--- config.mk ---
export PLATFORM = sky130hd
export DESIGN_NAME = fw_scan_chain_seq_flat
export DESIGN_NICKNAME = d
export VERILOG_FILES = /design/src/rtl/fw_scan_chain_seq_if.sv /design/src/rtl/fw_scan_chain_seq.sv /design/src/flat_wrapper.sv
export SDC_FILE = /design/constraint.sdc
export NUM_CORES = 2
export LEC_CHECK = 0
export CAP_MARGIN = 30
export CORE_MARGIN = 5
export CORE_UTILIZATION = 53
export CTS_CLUSTER_SIZE = 8
export DETAILED_ROUTE_END_ITERATION = 8
export PLACE_DENSITY = 0.69
export SYNTH_ARGS = -nofsm -noshare
export SYNTH_HDL_FRONTEND = slang
export SYNTH_SLANG_ARGS = --single-unit
--- constraint.sdc ---
create_clock -name fw_pl_clk1 -period 6.19 [get_ports fw_pl_clk1]
set_clock_uncertainty 0.15 [all_clocks]
set_input_delay 1.238 -clock fw_pl_clk1 [delete_from_list [all_inputs] [get_ports fw_pl_clk1]]
set_output_delay 1.238 -clock fw_pl_clk1 [all_outputs]
set_load 0.02 [all_outputs]
--- src/rtl/fw_scan_chain_seq_if.sv ---
// Port bundle for fw_scan_chain_seq: tick/launch control, latched test configuration,
// tx/rx buffer word ports and the ASIC scan pins.
interface fw_scan_chain_seq_if #(
   parameter int SCAN_BITS = 768,
   parameter int CHAINS    = 1,
   parameter int DELAY_W   = 6,
   parameter int TRIG_W    = 6
);
   localparam int WORDS = SCAN_BITS / 32;
   localparam int AW    = (WORDS > 1) ? $clog2(WORDS) : 1;

   logic               bx_tick;
   logic               start;
   logic               abort;
   logic [DELAY_W-1:0] test_delay;
   logic [DELAY_W-1:0] scanload_delay;
   logic               scanload_delay_disable;
   logic [TRIG_W-1:0]  trig_pos;
   logic               mask_reset_not;
   logic               mode_shift;
   logic               loopback;
   logic               tx_wr_en;
   logic [AW-1:0]      tx_wr_addr;
   logic [31:0]        tx_wr_data;
   logic [AW-1:0]      rx_rd_addr;
   logic [31:0]        rx_rd_data;
   logic [CHAINS-1:0]  scan_out;
   logic [CHAINS-1:0]  scan_in;
   logic               scan_load;
   logic               reset_not;
   logic               vin_test_trig_out;
   logic               busy;
   logic               done;

   modport master (
      output bx_tick, start, abort, test_delay, scanload_delay, scanload_delay_disable,
             trig_pos, mask_reset_not, mode_shift, loopback, tx_wr_en, tx_wr_addr,
             tx_wr_data, rx_rd_addr, scan_out,
      input  rx_rd_data, scan_in, scan_load, reset_not, vin_test_trig_out, busy, done
   );

   modport slave (
      input  bx_tick, start, abort, test_delay, scanload_delay, scanload_delay_disable,
             trig_pos, mask_reset_not, mode_shift, loopback, tx_wr_en, tx_wr_addr,
             tx_wr_data, rx_rd_addr, scan_out,
      output rx_rd_data, scan_in, scan_load, reset_not, vin_test_trig_out, busy, done
   );
endinterface

--- src/rtl/fw_scan_chain_seq.sv ---
// Scan-chain test sequencer: delay / reset_not / scan_load pulse / N-chain serial shift on bx ticks.
// Define CMS_PIX28_SCAN_LOOPBACK_EN to let the loopback input capture scan_in instead of scan_out.
module fw_scan_chain_seq #(
   parameter int SCAN_BITS = 768,
   parameter int CHAINS    = 1,
   parameter int DELAY_W   = 6,
   parameter int TRIG_W    = 6
) (
   input logic                fw_pl_clk1,
   input logic                fw_rst_n,
   fw_scan_chain_seq_if.slave bus
);
   localparam int WORDS = SCAN_BITS / 32;
   localparam int AW    = (WORDS > 1) ? $clog2(WORDS) : 1;
   localparam int L     = SCAN_BITS / CHAINS;
   localparam int WPC   = L / 32;
   localparam int SH_W  = $clog2(L) + 1;
   localparam int CNT_W = (DELAY_W > SH_W) ? DELAY_W : SH_W;
   localparam int TC_W  = TRIG_W + 1;

   typedef enum logic [2:0] {
      IDLE, DELAY_TEST, RESET_NOT, DELAY_SCANLOAD, SCANLOAD_1, SCANLOAD_2, SHIFT, DONE
   } state_t;

   state_t             state_q, state_d;
   logic [CNT_W-1:0]   cnt_q, cnt_d, cnt_inc;
   logic [TC_W-1:0]    trig_cnt_q, trig_cnt_d;

   logic [DELAY_W-1:0] test_delay_q, scanload_delay_q;
   logic [TRIG_W-1:0]  trig_pos_q;
   logic               sl_dis_q, mask_rn_q, mode_shift_q;

   logic               scan_load_q, scan_load_d;
   logic               reset_not_q, reset_not_d;
   logic               trig_q, trig_d;
   logic               busy_q, busy_d;
   logic               done_q, done_d;
   logic [CHAINS-1:0]  scan_in_q, scan_in_d;
   logic [31:0]        rx_rd_data_q;

   logic [31:0]        tx_mem [WORDS];
   logic [31:0]        rx_mem [WORDS];

   logic               launch, tick;
   logic [CHAINS-1:0]  cap;

   assign tick    = bus.bx_tick;
   assign launch  = (state_q == IDLE) && bus.start && !bus.abort;
   assign cnt_inc = cnt_q + CNT_W'(1);

   always_comb begin
      state_d    = state_q;
      cnt_d      = cnt_q;
      trig_cnt_d = trig_cnt_q;
      if (tick && (trig_cnt_q != '1)) trig_cnt_d = trig_cnt_q + TC_W'(1);

      unique case (state_q)
         IDLE: begin
            if (launch) begin
               state_d    = DELAY_TEST;
               cnt_d      = '0;
               // Parked at all-ones so no trig_pos value can match before RESET_NOT ends.
               trig_cnt_d = '1;
            end
         end
         DELAY_TEST: begin
            if (tick) begin
               if (cnt_inc >= CNT_W'(test_delay_q)) state_d = RESET_NOT;
               else                                 cnt_d   = cnt_inc;
            end
         end
         RESET_NOT: begin
            if (tick) begin
               trig_cnt_d = '0;
               cnt_d      = '0;
               state_d    = (!sl_dis_q && (scanload_delay_q != '0)) ? DELAY_SCANLOAD : SCANLOAD_1;
            end
         end
         DELAY_SCANLOAD: begin
            if (tick) begin
               if (cnt_inc >= CNT_W'(scanload_delay_q)) state_d = SCANLOAD_1;
               else                                     cnt_d   = cnt_inc;
            end
         end
         SCANLOAD_1: begin
            if (tick) state_d = SCANLOAD_2;
         end
         SCANLOAD_2: begin
            if (tick) begin
               cnt_d   = '0;
               state_d = mode_shift_q ? SHIFT : DONE;
            end
         end
         SHIFT: begin
            if (tick) begin
               if (cnt_q == CNT_W'(L - 1)) state_d = DONE;
               else                        cnt_d   = cnt_inc;
            end
         end
         DONE: begin
            if (tick) state_d = IDLE;
         end
         default: state_d = IDLE;
      endcase

      if (bus.abort) state_d = IDLE;

      // Outputs are decoded from the next state so they land on the same edge as the transition.
      scan_load_d = !((state_d == DELAY_SCANLOAD) || (state_d == SHIFT));
      reset_not_d = !((state_d == RESET_NOT) && !mask_rn_q);
      busy_d      = (state_d != IDLE);
      trig_d      = (state_d != IDLE) && (state_d != DONE) && (trig_cnt_d == TC_W'(trig_pos_q));
      scan_in_d   = '0;
      if (state_d == SHIFT) begin
         for (int c = 0; c < CHAINS; c++) begin
            scan_in_d[c] = tx_mem[AW'(c * WPC + int'(cnt_d >> 5))][cnt_d[4:0]];
         end
      end

      done_d = done_q;
      if (launch)                                          done_d = 1'b0;
      else if ((state_q == DONE) && tick && !bus.abort)    done_d = 1'b1;
   end

   always_ff @(posedge fw_pl_clk1 or negedge fw_rst_n) begin
      if (!fw_rst_n) begin
         state_q     <= IDLE;
         cnt_q       <= '0;
         trig_cnt_q  <= '1;
         scan_load_q <= 1'b1;
         reset_not_q <= 1'b1;
         scan_in_q   <= '0;
         trig_q      <= 1'b0;
         busy_q      <= 1'b0;
         done_q      <= 1'b0;
      end else begin
         state_q     <= state_d;
         cnt_q       <= cnt_d;
         trig_cnt_q  <= trig_cnt_d;
         scan_load_q <= scan_load_d;
         reset_not_q <= reset_not_d;
         scan_in_q   <= scan_in_d;
         trig_q      <= trig_d;
         busy_q      <= busy_d;
         done_q      <= done_d;
      end
   end

   always_ff @(posedge fw_pl_clk1 or negedge fw_rst_n) begin
      if (!fw_rst_n) begin
         test_delay_q     <= '0;
         scanload_delay_q <= '0;
         trig_pos_q       <= '0;
         sl_dis_q         <= 1'b0;
         mask_rn_q        <= 1'b0;
         mode_shift_q     <= 1'b0;
      end else if (launch) begin
         test_delay_q     <= bus.test_delay;
         scanload_delay_q <= bus.scanload_delay;
         trig_pos_q       <= bus.trig_pos;
         sl_dis_q         <= bus.scanload_delay_disable;
         mask_rn_q        <= bus.mask_reset_not;
         mode_shift_q     <= bus.mode_shift;
      end
   end

`ifdef CMS_PIX28_SCAN_LOOPBACK_EN
   logic loopback_q;

   always_ff @(posedge fw_pl_clk1 or negedge fw_rst_n) begin
      if (!fw_rst_n)   loopback_q <= 1'b0;
      else if (launch) loopback_q <= bus.loopback;
   end

   assign cap = loopback_q ? scan_in_q : bus.scan_out;
`else
   logic unused_loopback;

   assign unused_loopback = bus.loopback;
   assign cap             = bus.scan_out;
`endif

   // Buffers hold their contents across reset and abort.
   always_ff @(posedge fw_pl_clk1) begin
      if (bus.tx_wr_en && (state_q == IDLE) && (int'(bus.tx_wr_addr) < WORDS)) begin
         tx_mem[bus.tx_wr_addr] <= bus.tx_wr_data;
      end
      if ((state_q == SHIFT) && tick) begin
         for (int c = 0; c < CHAINS; c++) begin
            rx_mem[AW'(c * WPC + int'(cnt_q >> 5))][cnt_q[4:0]] <= cap[c];
         end
      end
   end

   always_ff @(posedge fw_pl_clk1 or negedge fw_rst_n) begin
      if (!fw_rst_n) rx_rd_data_q <= '0;
      else           rx_rd_data_q <= (int'(bus.rx_rd_addr) < WORDS) ? rx_mem[bus.rx_rd_addr] : '0;
   end

   assign bus.rx_rd_data        = rx_rd_data_q;
   assign bus.scan_in           = scan_in_q;
   assign bus.scan_load         = scan_load_q;
   assign bus.reset_not         = reset_not_q;
   assign bus.vin_test_trig_out = trig_q;
   assign bus.busy              = busy_q;
   assign bus.done              = done_q;
endmodule
--- src/flat_wrapper.sv ---
// flat-port wrapper written by rule: the top's interface ports become plain ports
module fw_scan_chain_seq_flat 
#(
   parameter int SCAN_BITS = 768,
   parameter int CHAINS    = 1,
   parameter int DELAY_W   = 6,
   parameter int TRIG_W    = 6
)
  (fw_pl_clk1, fw_rst_n, bus_bx_tick, bus_start, bus_abort, bus_test_delay, bus_scanload_delay, bus_scanload_delay_disable, bus_trig_pos, bus_mask_reset_not, bus_mode_shift, bus_loopback, bus_tx_wr_en, bus_tx_wr_addr, bus_tx_wr_data, bus_rx_rd_addr, bus_scan_out, bus_rx_rd_data, bus_scan_in, bus_scan_load, bus_reset_not, bus_vin_test_trig_out, bus_busy, bus_done);
  fw_scan_chain_seq_if #(.SCAN_BITS(SCAN_BITS), .CHAINS(CHAINS), .DELAY_W(DELAY_W), .TRIG_W(TRIG_W)) bus_i ();
  input logic fw_pl_clk1;
  input logic fw_rst_n;
  input wire logic [$bits(bus_i.bx_tick)-1:0] bus_bx_tick;
  input wire logic [$bits(bus_i.start)-1:0] bus_start;
  input wire logic [$bits(bus_i.abort)-1:0] bus_abort;
  input wire logic [$bits(bus_i.test_delay)-1:0] bus_test_delay;
  input wire logic [$bits(bus_i.scanload_delay)-1:0] bus_scanload_delay;
  input wire logic [$bits(bus_i.scanload_delay_disable)-1:0] bus_scanload_delay_disable;
  input wire logic [$bits(bus_i.trig_pos)-1:0] bus_trig_pos;
  input wire logic [$bits(bus_i.mask_reset_not)-1:0] bus_mask_reset_not;
  input wire logic [$bits(bus_i.mode_shift)-1:0] bus_mode_shift;
  input wire logic [$bits(bus_i.loopback)-1:0] bus_loopback;
  input wire logic [$bits(bus_i.tx_wr_en)-1:0] bus_tx_wr_en;
  input wire logic [$bits(bus_i.tx_wr_addr)-1:0] bus_tx_wr_addr;
  input wire logic [$bits(bus_i.tx_wr_data)-1:0] bus_tx_wr_data;
  input wire logic [$bits(bus_i.rx_rd_addr)-1:0] bus_rx_rd_addr;
  input wire logic [$bits(bus_i.scan_out)-1:0] bus_scan_out;
  output wire logic [$bits(bus_i.rx_rd_data)-1:0] bus_rx_rd_data;
  output wire logic [$bits(bus_i.scan_in)-1:0] bus_scan_in;
  output wire logic [$bits(bus_i.scan_load)-1:0] bus_scan_load;
  output wire logic [$bits(bus_i.reset_not)-1:0] bus_reset_not;
  output wire logic [$bits(bus_i.vin_test_trig_out)-1:0] bus_vin_test_trig_out;
  output wire logic [$bits(bus_i.busy)-1:0] bus_busy;
  output wire logic [$bits(bus_i.done)-1:0] bus_done;
  assign bus_i.bx_tick = bus_bx_tick;
  assign bus_i.start = bus_start;
  assign bus_i.abort = bus_abort;
  assign bus_i.test_delay = bus_test_delay;
  assign bus_i.scanload_delay = bus_scanload_delay;
  assign bus_i.scanload_delay_disable = bus_scanload_delay_disable;
  assign bus_i.trig_pos = bus_trig_pos;
  assign bus_i.mask_reset_not = bus_mask_reset_not;
  assign bus_i.mode_shift = bus_mode_shift;
  assign bus_i.loopback = bus_loopback;
  assign bus_i.tx_wr_en = bus_tx_wr_en;
  assign bus_i.tx_wr_addr = bus_tx_wr_addr;
  assign bus_i.tx_wr_data = bus_tx_wr_data;
  assign bus_i.rx_rd_addr = bus_rx_rd_addr;
  assign bus_i.scan_out = bus_scan_out;
  assign bus_rx_rd_data = bus_i.rx_rd_data;
  assign bus_scan_in = bus_i.scan_in;
  assign bus_scan_load = bus_i.scan_load;
  assign bus_reset_not = bus_i.reset_not;
  assign bus_vin_test_trig_out = bus_i.vin_test_trig_out;
  assign bus_busy = bus_i.busy;
  assign bus_done = bus_i.done;
  fw_scan_chain_seq #(.SCAN_BITS(SCAN_BITS), .CHAINS(CHAINS), .DELAY_W(DELAY_W), .TRIG_W(TRIG_W)) u_core (.fw_pl_clk1(fw_pl_clk1), .fw_rst_n(fw_rst_n), .bus(bus_i));
endmodule
-- After elaboration in Yosys (flattened, before gate mapping)
Memory sizes are Yosys's and may differ from the RTL's.
Index checks and enable logic that the tools add are counted.
- bits in registers: 80
- bits in writable memories: 1536
- input port bits: 71
- output and inout port bits: 38
- word-level logic and storage cells: 116
- memories kept: 2
- memory list (memory ; depth ; width ; read ports ; clocked after memory_dff ; write ports ; RTL line ; text):
    u_core.rx_mem ; 24 ; 32 ; 1 ; 0 ; 1 ; fw_scan_chain_seq.sv:42 ; logic [31:0] rx_mem [WORDS];
    u_core.tx_mem ; 24 ; 32 ; 1 ; 0 ; 1 ; fw_scan_chain_seq.sv:41 ; logic [31:0] tx_mem [WORDS];
- add/sub/neg operators: 2
- magnitude comparators: 7
- equality and inequality tests: 22
- mux-type cells: 40
- reductions and logical operators: 26
- operator list (kind ; number):
    $mux 11 ; 8
    $mux 32 ; 2
    $pmux 11 s5 ; 1
    $mux 3 ; 13
    $pmux 3 s8 ; 1
    $ge 11x6->1 ; 2
    $mux 7 ; 3
    $eq 3x3->1 const B ; 5
    $pmux 7 s2 ; 1
    $logic_and 1x1->1 ; 13
    $eq 3x2->1 const B ; 4
    $lt 5x6->1 const B ; 2
    $ne 2x2->1 const B ; 6
    $add 11x1->11 const B ; 1
    $eq 11x10->1 const B ; 1
    $lt 5x5->1 const B ; 2
    $mux 1 ; 9
    $reduce_and 9->1 ; 1
    $add 7x1->7 const B ; 1
    $eq 7x6->1 ; 1
    $ne 7x7->1 const B ; 1
    $reduce_bool 6->1 ; 1
    $bmux 1 s5 ; 1
    $demux 1 s5 ; 1
    11 further kinds ; 16

-- Longest topological paths before layout
- depth in word-level cells: 9
- mapped depth: 23
- mapped depth without buffers: 19

-- Worst setup path before layout
No wires, ideal clock.
- kind: register to register
- start: reg u_core.cnt_q[0]
- end: reg u_core.scan_in_q (netlist: u_core.bus.scan_in)
- library setup time: 0.122 ns
- data arrival time: 4.235 ns
- data required time: 5.918 ns
- slack: 1.683 ns
- stages on the path, launching flop included: 19
- clock period less this slack: 4.507 ns
- cell sequence: dfrtp_1 inv_1 ha_1 ha_1 a2111oi_0 o21a_1 o221a_2 a31o_2 inv_1 clkbuf_1 a311oi_1 a22oi_1 and3_1 or4_4 o221ai_2 o211ai_1 o221ai_1 o311ai_1 a32o_1
- longest elaborated chain between the ends: 9
- elaborated cells between the ends (all ways): 26
- those cells by class: add/sub: 1; order compare: 2; eq/ne: 2; mux: 20; memory: 1
- ends and longest elaborated chain (what ; RTL line ; text):
    start: declaration ; fw_scan_chain_seq.sv:26 ; logic [CNT_W-1:0] cnt_q, cnt_d, cnt_inc;
    start signal: assignment ; fw_scan_chain_seq.sv:138 ; cnt_q <= cnt_d;
    $add 11x1->11 ; fw_scan_chain_seq.sv:49 ; assign cnt_inc = cnt_q + CNT_W'(1);
    $ge 11x6->1, on equally long branches ; fw_scan_chain_seq.sv:81, fw_scan_chain_seq.sv:68 ;
    $mux 11, on equally long branches ; fw_scan_chain_seq.sv:81, fw_scan_chain_seq.sv:68 ;
    $mux 11, on equally long branches ; fw_scan_chain_seq.sv:80, fw_scan_chain_seq.sv:67 ;
    $pmux 11 s5 ; fw_scan_chain_seq.sv:57 ; unique case (state_q)
    $mem_v2 24x32 ; n/a ;
    $bmux 1 s5 ; fw_scan_chain_seq.sv:116 ; scan_in_d[c] = tx_mem[AW'(c * WPC + int'(cnt_d >> 5))][cnt_d[4:0]];
    $mux 1 (implied by the code) ; fw_scan_chain_seq.sv:116 ;
    $mux 1 * ; fw_scan_chain_seq.sv:114 ; if (state_d == SHIFT) begin
    net u_core.scan_in_d ; fw_scan_chain_seq.sv:38 ; logic [CHAINS-1:0] scan_in_q, scan_in_d;
    end signal: assignment ; fw_scan_chain_seq.sv:142 ; scan_in_q <= scan_in_d;
    end: declaration ; fw_scan_chain_seq.sv:38 ;
Mark *: on every way through the listed nets, which the timed path passes. The rest lies on a longest branch. The select of a mux whose other input is x is not followed.
A chain may end at the register's enable or synchronous reset.

-- Worst setup path after layout
Ends and elaborated chain as after synthesis.

==> run summary <==
DR iter-0 viols - 5302
IO Count - 109
NetSw - 0.005654 W
Hold WS - 0.2709 ns
Number of global-route vias before repair - 41070
Wire length per cell - 27.89 um
H-tree level count - 4
Largest net degree at the start of global routing - 186
Layout area overhead - 15.06%
Area share of the leading cell type in the synthesized netlist - 0.6891
Critical Path Slowest Stage Cell - or4_4
Worst Path Buf+Inv - 3
Clock buffer depth - 3
Mapped Cells - 4657
DRT Wirelength - 183700 um
Max cap viols - 0
Met2 Wirelength - 90700 um
EDFF count, synth - 1536
Seq/Total Area, Yosys - 0.7192
Post-Syn Area - 0.06693 mm2
GRT Util Overall - 0.2746
CP arrival - 6.26 ns
Rel. slew slack - 0.2529
FF+latch count, synth - 1616
Clk root buf - clkbuf_16
Drt pass-1 iters - 6
WS Path Type - flop to flop
Slowest Stage Delay on Critical Path - 0.57 ns
Fin. max-slew vios - 0
Post-CTS Hold Buffers - 0
Fin crit period - 5.723 ns
Most frequent cell after synthesis - edfxtp_1
Clk network pwr share - 0.438
Leading area contributor after synthesis - edfxtp_1
Run status - finished clean
# Post-CTS Setup Buffers - 0
Num CTS Buffers - 220
Chip Width - 365.4 um
Avg Vias per Cell - 6.316
Startpoint types - flop
PD cells - 324.0 mW/mm2
Buffers on Ports - 107
Initial antenna violation count - 8
Final setup violation count - 0
Ys async rst share - 0.04950
Primary FF master, synth - edfxtp_1
Synth cell count leaders - edfxtp_1, nor2_1, nand2_1
RSZ-0062 raised after global routing - false
Core Area - 0.1256 mm2
Gr ovfl total - 0
Top Metal Used - met5
Synth unique cells - 82
Synth top area cells - edfxtp_1, mux4_2, nor2_1, nand2_1, dfrtp_1
Worst slew pin tran - 1.118 ns
Nets - 4910
Share of layout cells above drive strength 1 - 0.1518
Critical path cell sequence - buf_4 -> ha_1 -> xor2_1 -> ha_1 -> o21a_1 -> o211ai_1 -> o21a_1 -> o221a_2 -> a31o_2 -> inv_2 -> a311oi_1 -> a22oi_1 -> and3_1 -> or4_4 -> o221ai_2 -> o211ai_1 -> o221ai_1 -> o311ai_1 -> buf_4 -> a32o_1
CP delay by family, top - compound AO/OA/AOI/OAI gates
Mapped Avg Cell Area - 14.37 um2
CTS Sinks - 1616
CTS tree - built
DR WL met3 - 18510 um
Worst EP required - 6.73 ns
Share of power burned in registers - 0.488
Internal - 0.01929 W
Final design utilization - 0.6133
Worst VDD drop - 0.3295 mV
Crit share post-route - 0.9245
CP max FO - 12
Hold Crit Class - primary input to asynchronous set/reset pin
Die footprint - 0.1335 mm2
Pleak - 24.52 nW
Post_cts resized - 0
DP Wirelength - 102900 um
Final-report hold violation count - 0
Clock latency on the worst-skew pair - 0.83 ns
Starting Density - 0.5330
Crit end category - flop
Die Y - 365.4 um
Via total after detailed routing - 41590
Maximum operating frequency - 174.7 MHz
Drc violations - 0
Final Wtd Congestion - 0.8582
Post-route ant nets - 0
Comb pwr share - 0.073
Setup TNS - 0 ns
First-pass GRT wire length - 267800 um
Fillers - 9182
Std-Cell Rows - 130
Clk slew on worst S/H paths - 0.05 ns
YS warnings - 0
WL met1 - 66370 um
Net Sw Frac - 0.2266
Net Count, Synth - 4745
-- layout by cell type, fill, tap and decap left out, types with 15 or more instances in the layout --
cell                n
o211ai_1           15
mux4_2            224
edfxtp_1         1536
nand2_2            24
a22oi_1            24
a311oi_1           15
clkbuf_1           97
o21ai_0            67
and3_1             30
buf_4             158
nand2_1           591
nand3_1           123
dfrtp_1            71
nor3_1             25
clkdlybuf4s50_1   100
buf_12             34
a31oi_1            30
nor2_4             26
a221oi_1           29
nand4_1            36
o22ai_1            33
a32oi_1            21
inv_1              55
ha_1               17
mux2i_1           123
clkbuf_16         222
a21oi_1           149
nor2_1            820
-- layer usage --
metal / vias up / track usage
met1: 21020 / 0.3555
met3: 485 / 0.05987
met2: 2406 / 0.4584
met4: 10 / 0.1082
li1: 17660 / -
met5: - / 0
-- registers in the layout, summed over array words and instances (netlist names), 3 cells and up --
register,count
u_core.bus.rx_rd_data,32
u_core.scanload_delay_q,6
u_core.tx_mem,768
u_core.cnt_q,11
u_core.rx_mem,768
u_core.state_q,3
u_core.trig_cnt_q,7
u_core.test_delay_q,6
u_core.trig_pos_q,6
-- per-stage QoR --
stage               cell area, um2  worst slack [ns]  cells  power (W)
floorplan                    66930             1.683   4657    0.01329
global placement             70610            0.3254   6240    0.01415
detailed placement           70820            0.2554   6250    0.01418
CTS                          77010            0.5078   6583    0.02502
global route                 77010            0.1180   6583    0.02569
finish                       77010            0.4672   6585    0.02495
-- layout make-up --
| cell class | instances | area [um2] | area share |
|---|---|---|---|
| multi-input combinational | 2624 | 17400 | 0.2260 |
| sequential | 1616 | 48140 | 0.6251 |
| antenna | 2 | 5.005 | 0.00006499 |
| timing repair buffer | 299 | 2977 | 0.03865 |
| inverter | 61 | 239.0 | 0.003103 |
| tap | 1650 | 2064 | 0.02681 |
| clock inverter | 14 | 265.3 | 0.003444 |
| clock buffer | 319 | 5919 | 0.07687 |
-- power groups by stage --
stage	Combinational, W	Sequential, W	Clock, W
floorplan	0.000895	0.0124	0
global placement	0.00177	0.0124	0
detailed placement	0.00180	0.0124	0
CTS	0.00181	0.0122	0.0110
global route	0.00194	0.0122	0.0116
finish	0.00183	0.0122	0.0109
-- worst register-to-register path: stages (launching register included) --
cell      delay, ns
dfrtp_1        0.37
buf_4          0.18
ha_1           0.29
xor2_1         0.32
ha_1           0.30
o21a_1         0.20
o211ai_1       0.23
o21a_1         0.20
o221a_2        0.31
a31o_2         0.46
inv_2          0.27
a311oi_1       0.31
a22oi_1        0.13
and3_1         0.20
or4_4          0.57
o221ai_2       0.18
o211ai_1       0.16
o221ai_1       0.21
o311ai_1       0.13
buf_4          0.16
a32o_1         0.25
-- path summary, 6_finish.rpt --
| path | from | to | slack [ns] | cells past startpoint |
|---|---|---|---|---|
| max | u_core.cnt_q[0] | u_core.bus.scan_in | 0.47 | 20 |
| min | fw_rst_n | u_core.cnt_q[10] | 0.27 | 1 |
| max reg2reg | u_core.cnt_q[0] | u_core.bus.scan_in | 0.47 | 20 |
| min reg2reg | u_core.mode_shift_q | u_core.mode_shift_q | 0.32 | 2 |
| max in group asynchronous | fw_rst_n | u_core.bus.rx_rd_data[4] | 4.47 | 2 |
| min in group fw_pl_clk1 | u_core.mode_shift_q | u_core.mode_shift_q | 0.32 | 2 |
-- cell families (layout without fill, tap and decap cells) --
group,after synthesis,after routing,synth area share
other cells,0,2,0
buf+inv,417,693,0.02518
compound gates,501,501,0.05019
fa+ha+maj,17,17,0.003178
simple gates,1741,1741,0.1060
flops,1616,1616,0.7192
xor+xnor,15,15,0.001963
mux,350,350,0.09427
No activity file was read; power rests on OpenSTA's default activity.
